**src/rtl/assembler_pkg.sv**
```systemverilog
// Shared flit layout and packet slicing for the packet splitter and the assembler.
// Flit, MSB first: {vld, dest[NW], payload[17], pid[PW], src[NW], idx[2]}.
package assembler_pkg;

   localparam int PAYLOAD_W        = 17;
   localparam int IDX_W            = 2;
   localparam int FLITS_PER_PACKET = 4;
   localparam int PACKET_W         = PAYLOAD_W * FLITS_PER_PACKET;

   // LSB of each payload slice inside the 68-bit packet; idx0 lands at the top.
   localparam int SLICE0_LSB = 3 * PAYLOAD_W;
   localparam int SLICE1_LSB = 2 * PAYLOAD_W;
   localparam int SLICE2_LSB = 1 * PAYLOAD_W;
   localparam int SLICE3_LSB = 0;

   typedef enum logic [1:0] {
      SLOT_IDLE = 2'd0,
      SLOT_ACC1 = 2'd1,
      SLOT_ACC2 = 2'd2,
      SLOT_ACC3 = 2'd3
   } slot_state_t;

   function automatic int node_w(input int node_count);
      return (node_count > 1) ? $clog2(node_count) : 1;
   endfunction

   function automatic int flit_w(input int node_count, input int pid_w);
      return 1 + 2 * node_w(node_count) + PAYLOAD_W + pid_w + IDX_W;
   endfunction

   function automatic int src_lsb();
      return IDX_W;
   endfunction

   function automatic int pid_lsb(input int nw);
      return IDX_W + nw;
   endfunction

   function automatic int payload_lsb(input int nw, input int pid_w);
      return IDX_W + nw + pid_w;
   endfunction

   function automatic int dest_lsb(input int nw, input int pid_w);
      return IDX_W + nw + pid_w + PAYLOAD_W;
   endfunction

   function automatic int slice_lsb(input logic [IDX_W-1:0] idx);
      return (FLITS_PER_PACKET - 1 - int'(idx)) * PAYLOAD_W;
   endfunction

endpackage

```
**src/rtl/packet_fifo.sv**
```systemverilog
// First-word-fall-through FIFO for completed packets; head is visible combinationally.
module packet_fifo #(
   parameter int WIDTH = 8,
   parameter int DEPTH = 8,
   localparam int AW = (DEPTH > 1) ? $clog2(DEPTH) : 1,
   localparam int CW = $clog2(DEPTH + 1)
) (
   input  logic             clk,
   input  logic             rst_n,
   input  logic             push,
   input  logic [WIDTH-1:0] push_data,
   input  logic             pop,
   output logic [WIDTH-1:0] head_data,
   output logic [CW-1:0]    count
);

   logic [WIDTH-1:0] mem [DEPTH];
   logic [AW-1:0]    head_reg, tail_reg;
   logic [CW-1:0]    count_reg;
   logic             push_ok, pop_ok;

   function automatic logic [AW-1:0] next_ptr(input logic [AW-1:0] ptr);
      return (ptr == AW'(DEPTH - 1)) ? '0 : ptr + AW'(1);
   endfunction

   assign push_ok = push & (count_reg != CW'(DEPTH));
   assign pop_ok  = pop & (count_reg != '0);

   always_ff @(posedge clk) begin
      if (push_ok) mem[tail_reg] <= push_data;
   end

   always_ff @(posedge clk or negedge rst_n) begin
      if (!rst_n) begin
         head_reg  <= '0;
         tail_reg  <= '0;
         count_reg <= '0;
      end else begin
         if (push_ok) tail_reg <= next_ptr(tail_reg);
         if (pop_ok)  head_reg <= next_ptr(head_reg);
         if (push_ok && !pop_ok)      count_reg <= count_reg + CW'(1);
         else if (pop_ok && !push_ok) count_reg <= count_reg - CW'(1);
      end
   end

   assign head_data = mem[head_reg];
   assign count     = count_reg;

endmodule

```
**src/rtl/assembler.sv**
```systemverilog
// Reassembles 4-flit packets per source node and queues completed packets
// for the consumer; protocol violations drop the partial packet and pulse error_out.
import assembler_pkg::*;

module assembler #(
   parameter int NODE_ID         = 0,
   parameter int NODE_COUNT      = 8,
   parameter int QUEUE_DEPTH     = 8,
   parameter int PACKET_ID_WIDTH = 5,
   localparam int NW = node_w(NODE_COUNT),
   localparam int FW = flit_w(NODE_COUNT, PACKET_ID_WIDTH)
) (
   input  logic                       clk,
   input  logic                       rst_n,
   input  logic                       ce,
   input  logic [FW-1:0]              input_data,
   input  logic                       valid_in,
   output logic                       assembler_ready,
   output logic [PACKET_W-1:0]        packet_out,
   output logic [NW-1:0]              node_src,
   output logic [PACKET_ID_WIDTH-1:0] packet_id,
   output logic                       valid_out,
   input  logic                       consumer_ready,
   output logic                       error_out
);

   localparam int PW      = PACKET_ID_WIDTH;
   localparam int ENTRY_W = PACKET_W + NW + PW;
   localparam int CW      = $clog2(QUEUE_DEPTH + 1);

   logic                 f_vld;
   logic [NW-1:0]        f_src, src_sel;
   logic [PW-1:0]        f_pid;
   logic [PAYLOAD_W-1:0] f_payload;
   logic [IDX_W-1:0]     f_idx;
   logic                 unused_dest;
   logic                 src_bad, accept;

   assign f_vld       = input_data[FW-1];
   assign f_src       = input_data[src_lsb() +: NW];
   assign f_pid       = input_data[pid_lsb(NW) +: PW];
   assign f_payload   = input_data[payload_lsb(NW, PW) +: PAYLOAD_W];
   assign f_idx       = input_data[IDX_W-1:0];
   assign unused_dest = ^input_data[dest_lsb(NW, PW) +: NW];

   // With a power-of-two node count every encodable src names a real node.
   generate
      if ((1 << NW) == NODE_COUNT) begin : g_src_full
         assign src_bad = 1'b0;
      end else begin : g_src_part
         assign src_bad = (f_src >= NW'(NODE_COUNT));
      end
   endgenerate

   assign src_sel = src_bad ? '0 : f_src;
   assign accept  = ce & valid_in & assembler_ready & f_vld;

   slot_state_t         state_reg [NODE_COUNT];
   slot_state_t         state_next[NODE_COUNT];
   logic [PACKET_W-1:0] buf_reg   [NODE_COUNT];
   logic [PACKET_W-1:0] buf_next  [NODE_COUNT];
   logic [PW-1:0]       pid_reg   [NODE_COUNT];
   logic [PW-1:0]       pid_next  [NODE_COUNT];

   slot_state_t         cur_state, upd_state;
   logic [PACKET_W-1:0] placed_buf, fresh_buf, upd_buf;
   logic [PW-1:0]       upd_pid;
   logic                flit_err, flit_done;

   // Evaluate the flit against the slot of its source.
   always_comb begin
      cur_state  = state_reg[src_sel];
      placed_buf = (f_idx == '0) ? '0 : buf_reg[src_sel];
      placed_buf[slice_lsb(f_idx) +: PAYLOAD_W] = f_payload;
      fresh_buf  = '0;
      fresh_buf[SLICE0_LSB +: PAYLOAD_W] = f_payload;
      flit_err   = src_bad | (f_idx != IDX_W'(cur_state)) |
                   ((cur_state != SLOT_IDLE) & (f_pid != pid_reg[src_sel]));
      upd_state  = cur_state;
      upd_buf    = placed_buf;
      upd_pid    = pid_reg[src_sel];
      flit_done  = 1'b0;
      if (flit_err) begin
         if (f_idx == '0) begin
            upd_state = SLOT_ACC1;
            upd_buf   = fresh_buf;
            upd_pid   = f_pid;
         end else begin
            upd_state = SLOT_IDLE;
            upd_buf   = '0;
         end
      end else begin
         if (f_idx == '0) upd_pid = f_pid;
         if (f_idx == IDX_W'(FLITS_PER_PACKET - 1)) begin
            upd_state = SLOT_IDLE;
            flit_done = 1'b1;
         end else begin
            upd_state = slot_state_t'(cur_state + 2'd1);
         end
      end
   end

   always_comb begin
      for (int i = 0; i < NODE_COUNT; i++) begin
         state_next[i] = state_reg[i];
         buf_next[i]   = buf_reg[i];
         pid_next[i]   = pid_reg[i];
         if (accept && !src_bad && (src_sel == NW'(i))) begin
            state_next[i] = upd_state;
            buf_next[i]   = upd_buf;
            pid_next[i]   = upd_pid;
         end
      end
   end

   always_ff @(posedge clk or negedge rst_n) begin
      if (!rst_n) begin
         for (int i = 0; i < NODE_COUNT; i++) begin
            state_reg[i] <= SLOT_IDLE;
            buf_reg[i]   <= '0;
            pid_reg[i]   <= '0;
         end
      end else if (ce) begin
         for (int i = 0; i < NODE_COUNT; i++) begin
            state_reg[i] <= state_next[i];
            buf_reg[i]   <= buf_next[i];
            pid_reg[i]   <= pid_next[i];
         end
      end
   end

   logic error_reg;

   always_ff @(posedge clk or negedge rst_n) begin
      if (!rst_n)  error_reg <= 1'b0;
      else if (ce) error_reg <= accept & flit_err;
   end

   assign error_out = error_reg;

   logic [ENTRY_W-1:0] head_data;
   logic [CW-1:0]      fifo_count;
   logic               fifo_push, fifo_pop;

   assign fifo_push = accept & flit_done;
   assign fifo_pop  = ce & valid_out & consumer_ready;

   packet_fifo #(
      .WIDTH (ENTRY_W),
      .DEPTH (QUEUE_DEPTH)
   ) u_fifo (
      .clk       (clk),
      .rst_n     (rst_n),
      .push      (fifo_push),
      .push_data ({placed_buf, f_src, f_pid}),
      .pop       (fifo_pop),
      .head_data (head_data),
      .count     (fifo_count)
   );

   assign assembler_ready = ce & (fifo_count < CW'(QUEUE_DEPTH));
   assign valid_out       = (fifo_count != '0);
   assign packet_out      = valid_out ? head_data[ENTRY_W-1 -: PACKET_W] : '0;
   assign node_src        = valid_out ? head_data[PW +: NW] : '0;
   assign packet_id       = valid_out ? head_data[PW-1:0] : '0;

endmodule

```
**config.mk**
```make
export PLATFORM = sky130hd
export DESIGN_NAME = assembler
export DESIGN_NICKNAME = d
export VERILOG_FILES = /design/src/rtl/assembler_pkg.sv /design/src/rtl/packet_fifo.sv /design/src/rtl/assembler.sv
export SDC_FILE = /design/constraint.sdc
export NUM_CORES = 2
export LEC_CHECK = 0
export CORE_ASPECT_RATIO = 1.75
export CORE_MARGIN = 4
export CORE_UTILIZATION = 61
export CTS_CLUSTER_SIZE = 24
export DETAILED_ROUTE_END_ITERATION = 10
export DONT_BUFFER_PORTS = 1
export PLACE_DENSITY = 0.77
export SLEW_MARGIN = 25
export SYNTH_ARGS = -nofsm -noshare
export SYNTH_HDL_FRONTEND = slang
export SYNTH_SLANG_ARGS = --single-unit
```
**constraint.sdc**
```tcl
create_clock -name clk -period 13.62 [get_ports clk]
set_clock_uncertainty 0.05 [all_clocks]
set_input_delay 1.362 -clock clk [delete_from_list [all_inputs] [get_ports clk]]
set_output_delay 1.362 -clock clk [all_outputs]
set_load 0.01 [all_outputs]
```
[Yosys cells after proc, flatten, opt, wreduce, memory -nomap -nowiden]
Memories as Yosys holds them, arrays and structs flattened.
Index checks and enable logic that the tools add are counted.
Cells by class
  add/sub/neg operators: 7
  $mul: 1
  magnitude comparators: 2
  eq/ne operators: 13
  shifts and indexed selects: 2
  mux-type cells: 28
  bitwise gates (word level): 13
  reduce and logical (&&, ||, !) cells: 25
Operator list (number)
  68-bit two-way mux: 6
  68-bit binary-select mux with 3-bit select: 1
  68-bit bitwise mux: 1
  17-bit by 33-bit variable shift with 68-bit output (first input constant): 1
  17-bit by 33-bit variable part select with 68-bit output: 1
  9-bit negation with 33-bit output: 1
  5-bit two-way mux: 4
  3-bit equality test (second input constant): 6
  2-bit AND reduction: 8
  5-bit binary-select mux with 3-bit select: 1
  1-bit bitwise AND: 11
  1-bit logical AND: 10
  3-bit by 6-bit multiplier with 9-bit output (second input constant): 1
  3-bit two-way mux: 3
  2-bit two-way mux: 4
  4-bit two-way mux: 2
  3-bit by 1-bit adder with 3-bit output (second input constant): 2
  2-bit binary-select mux with 3-bit select: 1
  3-bit by 2-bit equality test with 1-bit output (second input constant): 2
  1-bit two-way mux: 5
  5-bit inequality test: 1
  4-bit by 1-bit adder with 4-bit output (second input constant): 1
  4-bit greater-or-equal comparator (second input constant): 1
  4-bit < comparator (second input constant): 1
  14 further kinds: 16
Storage, ports and cells
  flip-flop bits (word level): 611
  RAM bits: 608
  input bits: 36
  output and inout port bits: 79
  word-level logic and storage cells: 120
  memories kept: 1
Memories
  u_fifo.mem: words 8, width 76, rd ports 1, clocked after Yosys merged registers in 0, write ports 1, line packet_fifo.sv:17  | logic [WIDTH-1:0] mem [DEPTH];

[Logic depth before layout (Yosys ltp)]
  word-level depth: 14
  gate-level depth with buffers: 19
  gate-level depth less buffers: 15

[By module]
A second synthesis with hierarchy kept.
Unflattened totals
  cells, all modules: 3107
  area total of the unflattened synthesis: 52964.5 um2
Modules (own cells, without submodules)
  assembler: times used 1, cells an instance 2165, area each 29248.1 um2, seq. area each 15039.4 um2
  packet_fifo: times used 1, cells an instance 942, area each 23716.5 um2, seq. area each 18507.8 um2

[Least setup slack after synthesis]
OpenSTA, ideal clock, no wires.
  path kind: in2reg
  from: input input_data[3]
  to: memory u_fifo.mem[1][0] in the netlist's numbering (enable)
  library setup time: 0.697 ns
  arrival time: 10.826 ns
  data required time: 12.873 ns
  path slack: 2.047 ns
  stages on the path: 9
  buffers on the path: 3
  path through: buf_2 mux4_2 mux2i_1 ha_1 clkbuf_1 a41oi_4 or3_4 buf_6 nor4_1
Between the ends
  longest elaborated chain between the ends: 12
  elaborated cells between the ends (all ways): 17
  those cells by class: 2 x eq/ne; 9 x mux; 5 x bitwise; 1 x reduce/logical
RTL lines
  start: declaration: line assembler.sv:16  | input logic [FW-1:0] input_data,
  3-bit inverter with 4-bit output (implied by the code) *: line assembler.sv:72, assembler.sv:78
  5-bit binary-select mux with 3-bit select / 2-bit binary-select mux with 3-bit select (equally long branches): line assembler.sv:78, assembler.sv:72
  5-bit two-way mux (implied by the code) / 2-bit two-way mux (equally long branches) (2 in a row): line assembler.sv:78, assembler.sv:72
  5-bit inequality test / 2-bit nonzero test (equally long branches): line assembler.sv:78  | ((cur_state != SLOT_IDLE) & (f_pid != pid_reg[src_sel]));
  1-bit bitwise AND: line assembler.sv:78
  1-bit OR *: line assembler.sv:77  | flit_err = src_bad | (f_idx != IDX_W'(cur_state)) |
  1-bit two-way mux *: line assembler.sv:83  | if (flit_err) begin
  1-bit bitwise AND *: line assembler.sv:145  | assign fifo_push = accept & flit_done;
  1-bit bitwise AND *: line packet_fifo.sv:26  | assign push_ok = push & (count_reg != CW'(DEPTH));
  1-bit two-way mux *: line packet_fifo.sv:30  | if (push_ok) mem[tail_reg] <= push_data;
  1-bit two-way mux (implied by the code) *: line packet_fifo.sv:30
  end: declaration: line packet_fifo.sv:17
Every way passes the cells marked *; elsewhere a longest branch is shown, timed or not. The select of a mux whose other input is x is not followed.

[Final worst setup path]
  from: register u_fifo.head_reg[0]
  to: output packet_out[31]
Between the ends
  longest elaborated chain between the ends: 2
RTL lines
  start: declaration: line packet_fifo.sv:18  | logic [AW-1:0] head_reg, tail_reg;
  start signal: assignment: line packet_fifo.sv:40  | if (pop_ok) head_reg <= next_ptr(head_reg);
  memory read 8 x 76 bit
  68-bit two-way mux: line assembler.sv:163  | assign packet_out = valid_out ? head_data[ENTRY_W-1 -: PACKET_W] : '0;
  end: declaration: line assembler.sv:19  | output logic [PACKET_W-1:0] packet_out,
Every way passes these cells.

==> run metrics <==
outcome=finished, final reports clean; CP max-delay cell=dfrtp_4; Initial DRC Count=3796; initial antenna violation count=6; cell breakdown of the critical path=buf_12 -> buf_16 -> mux4_2 -> mux2i_1 -> nor2_1; CTS-repair resized insts=0; antenna-violating nets left=0; Final Critical Period=5246 ps; I/O pins=115; via count=31570; Power Density=156.6 nW/um^2; setup TNS=0 ps; setup violators final=0; Pre-Repair DR Iteration Count=7; DRC Markers=0; gpl congestion=0.8993; share of cells above drive strength 1=0.1921; Initial Util=0.6148; vias in the first global route=33580; final core utilization=0.6718; Area Growth Syn to Fin=9.272%; LEAKAGE=0.02234 uW; reg2reg path depth=9; CTS root buf=clkbuf_16; Synth Cell Area=51950 sq um; Achievable Freq=190.6 MHz; RR Endpoint=u_fifo.mem[5][65]$_DFFE_PP_; vias per cell=7.202; Buf+Inv Stages, Crit Path=2; fin nets=3274; CTS tree=yes; final worst-path cycle share=0.3852; Synth Flop Type=dfrtp_1; Max Slew Vio Count=0; GRT overflow=0; Final Hold Vio Count=0; ys async rst share=0.5012; R2R setup slack=9080 ps; total track usage=0.3025; Rows=141; Critical Path Sink Type=output port; Req. time, crit path=12210 ps; VDD IR max=0.1115 mV; worst path arrival time=3830 ps; Slew @ Worst Pin=1079 ps; Worst slew margin=0.2787; Mapped Cells=3306; Syn Nets=3357; post-synth cell types=60; Routed WL=135.0 mm; sequential area share after synthesis=0.6457; IO buf count=0; EDFF count, synth=608; Die Height=394.1 um; CTS buffer count=101; max FFs per register=608; cell family with most CP delay=multiplexers; startpoint types=flip-flop; max incr delay on CP=870 ps; hold_buf cts=0; Syn. warnings=0; H-tree depth=3; r2r startpoint=state_reg[4]$_DFFE_PN0P_; crit-path max FO=75; Die W=228.6 um; WL/cell=30.80 um; Post-DP HPWL=77.06 mm; Worst Setup Path Type=reg -> out; worst-case clock buffer depth=3; synthesized area per cell=15.71 sq um; flop and latch count out of synthesis=1219; most frequent cells in the layout=dfrtp_1 (608), edfxtp_1 (608), a22o_1 (371), nand2_1 (303), mux4_2 (297); Max Cap Violations=0; pin count of the biggest net entering global routing=612; RSZ-0062 raised after global routing=no; Core ar.=84500 sq um; Clk Latency, worst-skew pair=720 ps; total die area=90080 sq um; clock-pin slew on the worst setup and hold paths=70 ps; worst min path class=in -> async; first-pass GRT wire length=208.5 mm; fill cell count=5395; CTS sink count=1219; # Post-CTS Setup Buffers=0
==> per-layer routing <==
layer	part of all wire	GRT usage
met5	0.00027	0
met4	0.049	0.1480
met3	0.10	0.07396
met2	0.49	0.4919
met1	0.36	0.3859
==> through the flow <==
stage / setup WS, ps / instance area, sq um / hold WS (ps) / power (uW) / std cells
after floorplan: 2047 / 51950 / 388.6 / 5460 / 3306
after global placement: 7984 / 52840 / 403.7 / 5797 / 4182
after detailed placement: 7971 / 52960 / 415.6 / 5874 / 4186
after CTS: 8242 / 56440 / 306.4 / 8882 / 4376
after global routing: 8102 / 56760 / 250.4 / 9235 / 4382
final: 8374 / 56770 / 290.2 / 8892 / 4384
==> worst max path at each step <==
stage	from	end	slack (ps)	depth (start not counted)
2_1_floorplan	input_data[3]	u_fifo.mem[1][0]$_DFFE_PP_	2050	9
3_3_place_gp	input_data[2]	u_fifo.mem[4][53]$_DFFE_PP_	7980	9
3_5_place_dp	input_data[2]	u_fifo.mem[5][53]$_DFFE_PP_	7970	9
4_1_cts	u_fifo.head_reg[1]$_DFFE_PN0P_	packet_out[31]	8240	5
5_1_grt	u_fifo.head_reg[0]$_DFFE_PN0P_	packet_out[47]	8100	5
6_report	u_fifo.head_reg[0]$_DFFE_PN0P_	packet_out[31]	8370	5
==> final cells by class <==
| type | instances | area (sq um) | share of cell area |
|---|---|---|---|
| inverter | 35 | 131.4 | 0.002314 |
| antenna | 2 | 5.005 | 0.00008816 |
| multi-input combinational | 1800 | 17620 | 0.3104 |
| tap | 1072 | 1341 | 0.02363 |
| clock buffer | 136 | 2831 | 0.04988 |
| sequential | 1219 | 33560 | 0.5911 |
| timing repair buffer | 66 | 639.4 | 0.01126 |
| clock inverter | 54 | 643.1 | 0.01133 |
==> cells in the mapped netlist, drive strengths merged, types with 3 or more instances <==
master	number	area (sq um)
a31oi	16	100.1
nor4	3	18.77
a21o	4	30.03
xnor2	6	52.55
nand2b	9	56.30
edfxtp	608	18260
nor2	106	397.9
o31ai	122	915.9
a21oi	45	229.0
mux2	26	296.5
o22a	18	157.7
nand3	28	140.1
o22ai	44	275.3
dfrtp	611	15290
inv	32	120.1
clkinv	3	11.26
nand2	308	1156
mux2i	205	2064
xor2	3	26.28
or2	11	68.82
a22o	371	3249
nor2b	5	31.28
clkbuf	146	548.0
or3	4	30.03
ha	14	175.2
o21ai	89	445.4
buf	106	493.0
mux4	298	6715
a22oi	14	105.1
nor3	21	206.5
o32ai	3	26.28
==> where the power goes <==
part	total, uW	switching, uW	internal (uW)
sequential	4130	147	3980
clock	3040	1350	1690
combinational	1730	1000	727
total	8890	2500	6390
==> worst reg2reg max path, stage by stage, from the launching register on <==
cell and delay [ps]:
dfrtp_1 400, mux4_2 470, mux2i_1 380, ha_1 240, buf_4 300, a41oi_4 190, or3_4 620, nor4b_4 260
buf_4 440, buf_4 740
==> cells by family (layout without fill, tap and decap cells) <==
logic type / after synthesis / after routing / synth area share
other cells: 0 / 2 / 0
buf+inv: 287 / 291 / 0.02257
xor+xnor: 9 / 9 / 0.001517
fa+ha+maj: 15 / 15 / 0.003757
simple gates: 504 / 504 / 0.04200
mux: 529 / 529 / 0.1747
flops: 1219 / 1219 / 0.6457
compound gates: 743 / 743 / 0.1097
Note: power is estimated with default switching activity, not from simulation.
